**src/rtl/lsu_pkg.sv**
```systemverilog
// Shared types and the load-lane extraction helper for the load/store unit.
package lsu_pkg;

    typedef enum logic [1:0] {
        BYTE = 2'b00,
        HALF = 2'b01,
        WORD = 2'b10
    } lsu_size_t;

    typedef enum logic [2:0] {
        IDLE       = 3'd0,
        RD_ISSUE   = 3'd1,
        RD_CAPTURE = 3'd2,
        WR         = 3'd3,
        RESP       = 3'd4
    } lsu_state_t;

    // Picks the addressed lane of a little-endian word and sign/zero extends it.
    function automatic logic [31:0] lsu_extend(input logic [31:0] word,
                                               input logic [1:0]  size,
                                               input logic [1:0]  offset,
                                               input logic        is_unsigned);
        logic [31:0] shifted;
        logic [7:0]  b;
        logic [15:0] h;
        logic [31:0] r;
        shifted = word >> {offset, 3'b000};
        b = shifted[7:0];
        h = offset[1] ? word[31:16] : word[15:0];
        case (size)
            BYTE:    r = {{24{b[7] & ~is_unsigned}}, b};
            HALF:    r = {{16{h[15] & ~is_unsigned}}, h};
            WORD:    r = word;
            default: r = 32'h0000_0000;
        endcase
        return r;
    endfunction

endpackage

```
**src/rtl/lsu_lane_merge.sv**
```systemverilog
// Byte-enable generation and store-data merge for sub-word read-modify-write.
module lsu_lane_merge
    import lsu_pkg::*;
(
    input  logic [1:0]  size,
    input  logic [1:0]  offset,
    input  logic [31:0] old_word,
    input  logic [31:0] store_data,
    output logic [31:0] merged_word
);

    logic [3:0]  byte_en_s;
    logic [31:0] lane_data_s;

    // Replicate store data across lanes, then keep only the enabled bytes.
    always_comb begin
        byte_en_s   = 4'b0000;
        lane_data_s = 32'h0000_0000;
        merged_word = old_word;
        case (size)
            BYTE: begin
                byte_en_s   = 4'b0001 << offset;
                lane_data_s = {4{store_data[7:0]}};
            end
            HALF: begin
                byte_en_s   = offset[1] ? 4'b1100 : 4'b0011;
                lane_data_s = {2{store_data[15:0]}};
            end
            WORD: begin
                byte_en_s   = 4'b1111;
                lane_data_s = store_data;
            end
            default: begin
                byte_en_s   = 4'b0000;
                lane_data_s = 32'h0000_0000;
            end
        endcase
        for (int i = 0; i < 4; i++) begin
            merged_word[8*i +: 8] = byte_en_s[i] ? lane_data_s[8*i +: 8] : old_word[8*i +: 8];
        end
    end

endmodule

```
**src/rtl/load_store_unit.sv**
```systemverilog
// Load/store unit in front of a one-cycle-latency word memory.
// Define LSU_SUBWORD_EN to enable byte/half accesses (sub-word stores use read-modify-write).
module load_store_unit
    import lsu_pkg::*;
#(
    parameter int unsigned INDEX_BITS = 12
) (
    input  logic        clk,
    input  logic        rst_n,
    input  logic        req_valid,
    output logic        req_ready,
    input  logic        req_write,
    input  logic [1:0]  req_size,
    input  logic        req_unsigned,
    input  logic [31:0] req_addr,
    input  logic [31:0] req_wdata,
    output logic        rsp_valid,
    output logic [31:0] rsp_rdata,
    output logic        rsp_fault,
    output logic        mem_write,
    output logic [31:0] mem_address,
    output logic [31:0] mem_write_data,
    input  logic [31:0] mem_read_data
);

    lsu_state_t  state_r, next_state_s;
    logic        accept_s, fault_s, size_fault_s, misaligned_s, out_of_range_s;
    logic        write_r, unsigned_r;
    logic [1:0]  size_r, offset_r;
    logic        mem_write_r, rsp_valid_r, rsp_fault_r;
    logic [31:0] mem_address_r, mem_write_data_r, rsp_rdata_r;

`ifdef LSU_SUBWORD_EN
    logic [31:0] wdata_r;
    logic [31:0] merged_s;

    lsu_lane_merge u_lane_merge (
        .size        (size_r),
        .offset      (offset_r),
        .old_word    (mem_read_data),
        .store_data  (wdata_r),
        .merged_word (merged_s)
    );
`endif

    // Request legality checks, evaluated on the incoming request.
    always_comb begin
        accept_s       = req_valid && (state_r == IDLE);
`ifdef LSU_SUBWORD_EN
        size_fault_s   = (req_size == 2'b11);
`else
        size_fault_s   = (req_size != WORD);
`endif
        misaligned_s   = ((req_size == HALF) && req_addr[0]) ||
                         ((req_size == WORD) && (req_addr[1:0] != 2'b00));
        out_of_range_s = ((req_addr >> (INDEX_BITS + 2)) != 32'd0);
        fault_s        = size_fault_s || misaligned_s || out_of_range_s;
    end

    // Next-state decode.
    always_comb begin
        next_state_s = state_r;
        case (state_r)
            IDLE: begin
                if (!accept_s) begin
                    next_state_s = IDLE;
                end else if (fault_s) begin
                    next_state_s = RESP;
                end else if (req_write && (req_size == WORD)) begin
                    next_state_s = WR;
                end else begin
                    next_state_s = RD_ISSUE;
                end
            end
            RD_ISSUE: next_state_s = RD_CAPTURE;
            RD_CAPTURE: begin
`ifdef LSU_SUBWORD_EN
                if (write_r) begin
                    next_state_s = WR;
                end else begin
                    next_state_s = RESP;
                end
`else
                next_state_s = RESP;
`endif
            end
            WR:      next_state_s = RESP;
            RESP:    next_state_s = IDLE;
            default: next_state_s = IDLE;
        endcase
    end

    // State register.
    always_ff @(posedge clk or negedge rst_n) begin
        if (!rst_n) begin
            state_r <= IDLE;
        end else begin
            state_r <= next_state_s;
        end
    end

    // Request capture on accept.
    always_ff @(posedge clk or negedge rst_n) begin
        if (!rst_n) begin
            write_r    <= 1'b0;
            unsigned_r <= 1'b0;
            size_r     <= 2'b00;
            offset_r   <= 2'b00;
`ifdef LSU_SUBWORD_EN
            wdata_r    <= 32'h0000_0000;
`endif
        end else if (accept_s) begin
            write_r    <= req_write;
            unsigned_r <= req_unsigned;
            size_r     <= req_size;
            offset_r   <= req_addr[1:0];
`ifdef LSU_SUBWORD_EN
            wdata_r    <= req_wdata;
`endif
        end
    end

    // Registered memory-side and response outputs, decoded from the next state.
    always_ff @(posedge clk or negedge rst_n) begin
        if (!rst_n) begin
            mem_write_r      <= 1'b0;
            mem_address_r    <= 32'h0000_0000;
            mem_write_data_r <= 32'h0000_0000;
            rsp_valid_r      <= 1'b0;
            rsp_fault_r      <= 1'b0;
            rsp_rdata_r      <= 32'h0000_0000;
        end else begin
            mem_write_r <= (next_state_s == WR);
            rsp_valid_r <= (next_state_s == RESP);
            rsp_fault_r <= accept_s && fault_s;
            rsp_rdata_r <= ((state_r == RD_CAPTURE) && !write_r) ?
                           lsu_extend(mem_read_data, size_r, offset_r, unsigned_r) : 32'h0000_0000;
            if (accept_s && !fault_s) begin
                mem_address_r <= {req_addr[31:2], 2'b00};
                if (req_write && (req_size == WORD)) begin
                    mem_write_data_r <= req_wdata;
                end
            end
`ifdef LSU_SUBWORD_EN
            // Sub-word store: fold the new lane into the word just read.
            else if ((state_r == RD_CAPTURE) && write_r) begin
                mem_write_data_r <= merged_s;
            end
`endif
        end
    end

    assign req_ready      = (state_r == IDLE);
    assign rsp_valid      = rsp_valid_r;
    assign rsp_fault      = rsp_fault_r;
    assign rsp_rdata      = rsp_rdata_r;
    assign mem_write      = mem_write_r;
    assign mem_address    = mem_address_r;
    assign mem_write_data = mem_write_data_r;

endmodule

```
**config.mk**
```make
export PLATFORM = sky130hd
export DESIGN_NAME = load_store_unit
export DESIGN_NICKNAME = d
export VERILOG_FILES = /design/src/rtl/lsu_pkg.sv /design/src/rtl/lsu_lane_merge.sv /design/src/rtl/load_store_unit.sv
export SDC_FILE = /design/constraint.sdc
export NUM_CORES = 1
export LEC_CHECK = 0
export BUFFER_PORTS_ARGS = -buffer_cell sky130_fd_sc_hd__buf_2
export CORE_MARGIN = 1
export CORE_UTILIZATION = 32
export CTS_BUF_LIST = sky130_fd_sc_hd__clkbuf_16
export CTS_CLUSTER_DIAMETER = 60
export CTS_CLUSTER_SIZE = 30
export DETAILED_ROUTE_END_ITERATION = 12
export HOLD_SLACK_MARGIN = 0.02
export SLEW_MARGIN = 20
export SYNTH_ARGS = -nofsm -noshare
export SYNTH_HDL_FRONTEND = slang
export SYNTH_SLANG_ARGS = --single-unit
```
**constraint.sdc**
```tcl
create_clock -name clk -period 2.72 [get_ports clk]
set_input_delay 0.544 -clock clk [delete_from_list [all_inputs] [get_ports clk]]
set_output_delay 0.544 -clock clk [all_outputs]
set_load 0.1 [all_outputs]
```
==> run metrics <==
Final ANT Viol Nets 0; row count 41; layout cells sized above 1 0.5393; CTS Root Cell clkbuf_16; CTS Buf Count 9; Worst EP arrival 1480 ps; CP Class register to output pin; main combinational cell family by area after synthesis multiplexers; Setup-failing EPs final 0; Total Wirelength 9976 um; Post-Syn Area 4166 um2; minimum clock period 2028 ps; Slew Limit Fails 0; count leader, synth dfrtp_1; CTS sink count 106; LEAKAGE 3.174 nW; GRT Residual Overflow 0; Ys Warns 0; routability congestion estimate 0.7773; Worst Tran Pin Value 676.3 ps; Post-CTS Setup Bufs 0; diode count 0; RSZ-0062 raised after global routing false; Worst Setup Start Kind register; TritonCTS clock tree built; Synth Area in Adders 0; Hold Vio Cnt, Final 0; Routed wire per std cell 14.40 um; largest net degree at the start of global routing 56; synthesized area per cell 13.19 um2; Boundary Pins 203; Max Cap Viol 0; Min-Delay Path Class input port to async pin; CP peak stage delay 470 ps; Post-synth EDFFs 0; nets@finish 619; via/cell ratio 4.658; synthesis-stage register bit count 106; setup TNS 0 ps; Most used DFF post-synth dfrtp_1; Slowest-stage cell, CP buf_2; largest area contributor in the netlist dfrtp_1; register area share after synthesis 0.6366; post-synthesis mux area share 0.1592; post-cts repair resize count 0; vias in the first global route 3049; Initial Util 0.3288; worst path bufs/invs 1; FFs w/ async S/R, synth 1.000; latest clock arrival within the worst-skew pair 350 ps; Max FO, Critical Path 3; skew final 9.219 ps; dpl hpwl 7393 um; Tcrit/Tclk final 0.7457; drt drc 0; first-pass GRT wire length 15340 um; Final Hold Slack 220.2 ps; Iter 0 DRT Violations 120; fill cell count 1233; Crit. End Element output pin; Synth Area in Compound Gates 0.08108; core area 12670 um2; routed via count 3228; outcome complete, no violations; Top Family by Delay on Critical Path buffers and inverters; synth cell count leaders dfrtp_1 (106), mux2_2 (55), a21oi_1 (33); number of hold buffers added after cts 0; I/O Buffers 200; clk buf depth 2; fmax 493.0 MHz; Power per Cell Area 590.9 nW/um2; Slew headroom 0.5471; post-synth cell types 30; Die Area 13480 um2; initial antenna violation count 0; synth-to-layout area growth 36.61%; DIE WIDTH 116.1 um; CTS clk-pin slew, worst paths 70 ps; Die Height 116.1 um; Post-Synth XOR/XNOR Area 0; post-synthesis simple-gate area fraction 0.09339; top cells by area, synth dfrtp_1 (64%), mux2_2 (15%), a21oi_1 (4.0%); CP cell instances nor3_4, buf_2; H-tree depth 3; Synth top area share 0.6366; WP data required 2180 ps; gr usage total 0.1526; Initial DRT Pass Iterations 4; Peak VDD IR 0.2522 mV; cells after synthesis 316
[registers in the layout (all words and copies together) (netlist names)]
signal	cells
mem_write_data	32
rsp_rdata	32
mem_address	30
state_r	3
offset_r	2
size_r	2
mem_write	1
rsp_fault	1
rsp_valid	1
unsigned_r	1
write_r	1
[metal layers]
| metal | global-route usage | up-vias | share of wire |
|---|---|---|---|
| li1 | - | 1510 | - |
| met1 | 0.1993 | 1549 | 0.44 |
| met2 | 0.2298 | 151 | 0.46 |
| met3 | 0.04463 | 18 | 0.076 |
| met4 | 0.08034 | 0 | 0.025 |
| met5 | 0 | - | 0 |
[metrics by stage]
step	power [mW]	instances	utilization	instance area, um2	setup slack [ps]
floorplan	1.872	317	-	4177	97.18
global placement	2.030	677	0.4247	5381	401.0
detailed placement	2.038	677	0.4247	5381	394.8
CTS	3.413	693	0.4492	5692	661.5
global route	3.528	693	0.4492	5692	541.2
finish	3.363	693	0.4492	5692	691.7
[worst paths after layout]
kind	start	endpoint	cells past startpoint	slack (ps)
max	state_r[1]$_DFF_PN0_	req_ready	2	690
min	rst_n	rsp_rdata[7]$_DFF_PN0_	1	220
max reg2reg	offset_r[1]$_DFFE_PN0N_	rsp_rdata[10]$_DFF_PN0_	3	710
min reg2reg	mem_write_data[0]$_DFFE_PN0P_	mem_write_data[0]$_DFFE_PN0P_	1	490
max in group asynchronous	rst_n	state_r[1]$_DFF_PN0_	2	1750
min in group clk	req_wdata[0]	mem_write_data[0]$_DFFE_PN0P_	2	410
[logic make-up (layout without fill, tap and decap cells)]
family	after synthesis	count (layout)
DFF	106	106
and+or+nand+nor	72	72
muxes	59	59
AOI/OAI and AO/OA	56	56
buffers and inverters	22	226
other	1	2
[cells in the final DEF, fill, tap and decap left out]
cell type / Yosys / routed
mux2i_1: 1 / 1
o21ai_0: 1 / 1
clkinv_1: 0 / 1
nand2_1: 23 / 23
clkbuf_16: 0 / 9
nor2_1: 5 / 5
nor2b_1: 23 / 23
dfrtp_1: 106 / 106
o311ai_2: 0 / 1
bufinv_16: 0 / 2
clkinvlp_4: 0 / 1
o21bai_1: 2 / 2
conb_1: 1 / 2
a2bb2oi_1: 1 / 1
nand3_1: 8 / 8
a22oi_1: 16 / 16
mux2_2: 55 / 55
clkinv_2: 0 / 2
a21oi_1: 33 / 33
nor4b_1: 1 / 1
inv_1: 2 / 3
nand4_1: 1 / 1
nor4_1: 5 / 5
buf_12: 0 / 2
buf_4: 3 / 7
o21a_1: 1 / 1
buf_2: 3 / 199
nor3_1: 2 / 2
mux2_1: 3 / 3
nor3_4: 1 / 3
nor3b_1: 1 / 1
o211ai_1: 1 / 1
[report_power, final]
group	switching [mW]	internal [mW]
combinational	0.224	0.154
sequential	0.0360	1.59
clock	0.559	0.797
total	0.819	2.54
[layout make-up]
| type | instances | area (um2) | area share |
|---|---|---|---|
| inverters | 2 | 7.507 | 0.001319 |
| repair buffers | 208 | 1089 | 0.1913 |
| clock inverters | 7 | 85.08 | 0.01495 |
| clock buffers | 9 | 225.2 | 0.03957 |
| flip-flops and latches | 106 | 2653 | 0.4660 |
| multi-input cells | 189 | 1418 | 0.2491 |
| well taps | 172 | 215.2 | 0.03781 |
Note: power is estimated with default switching activity, not from simulation.
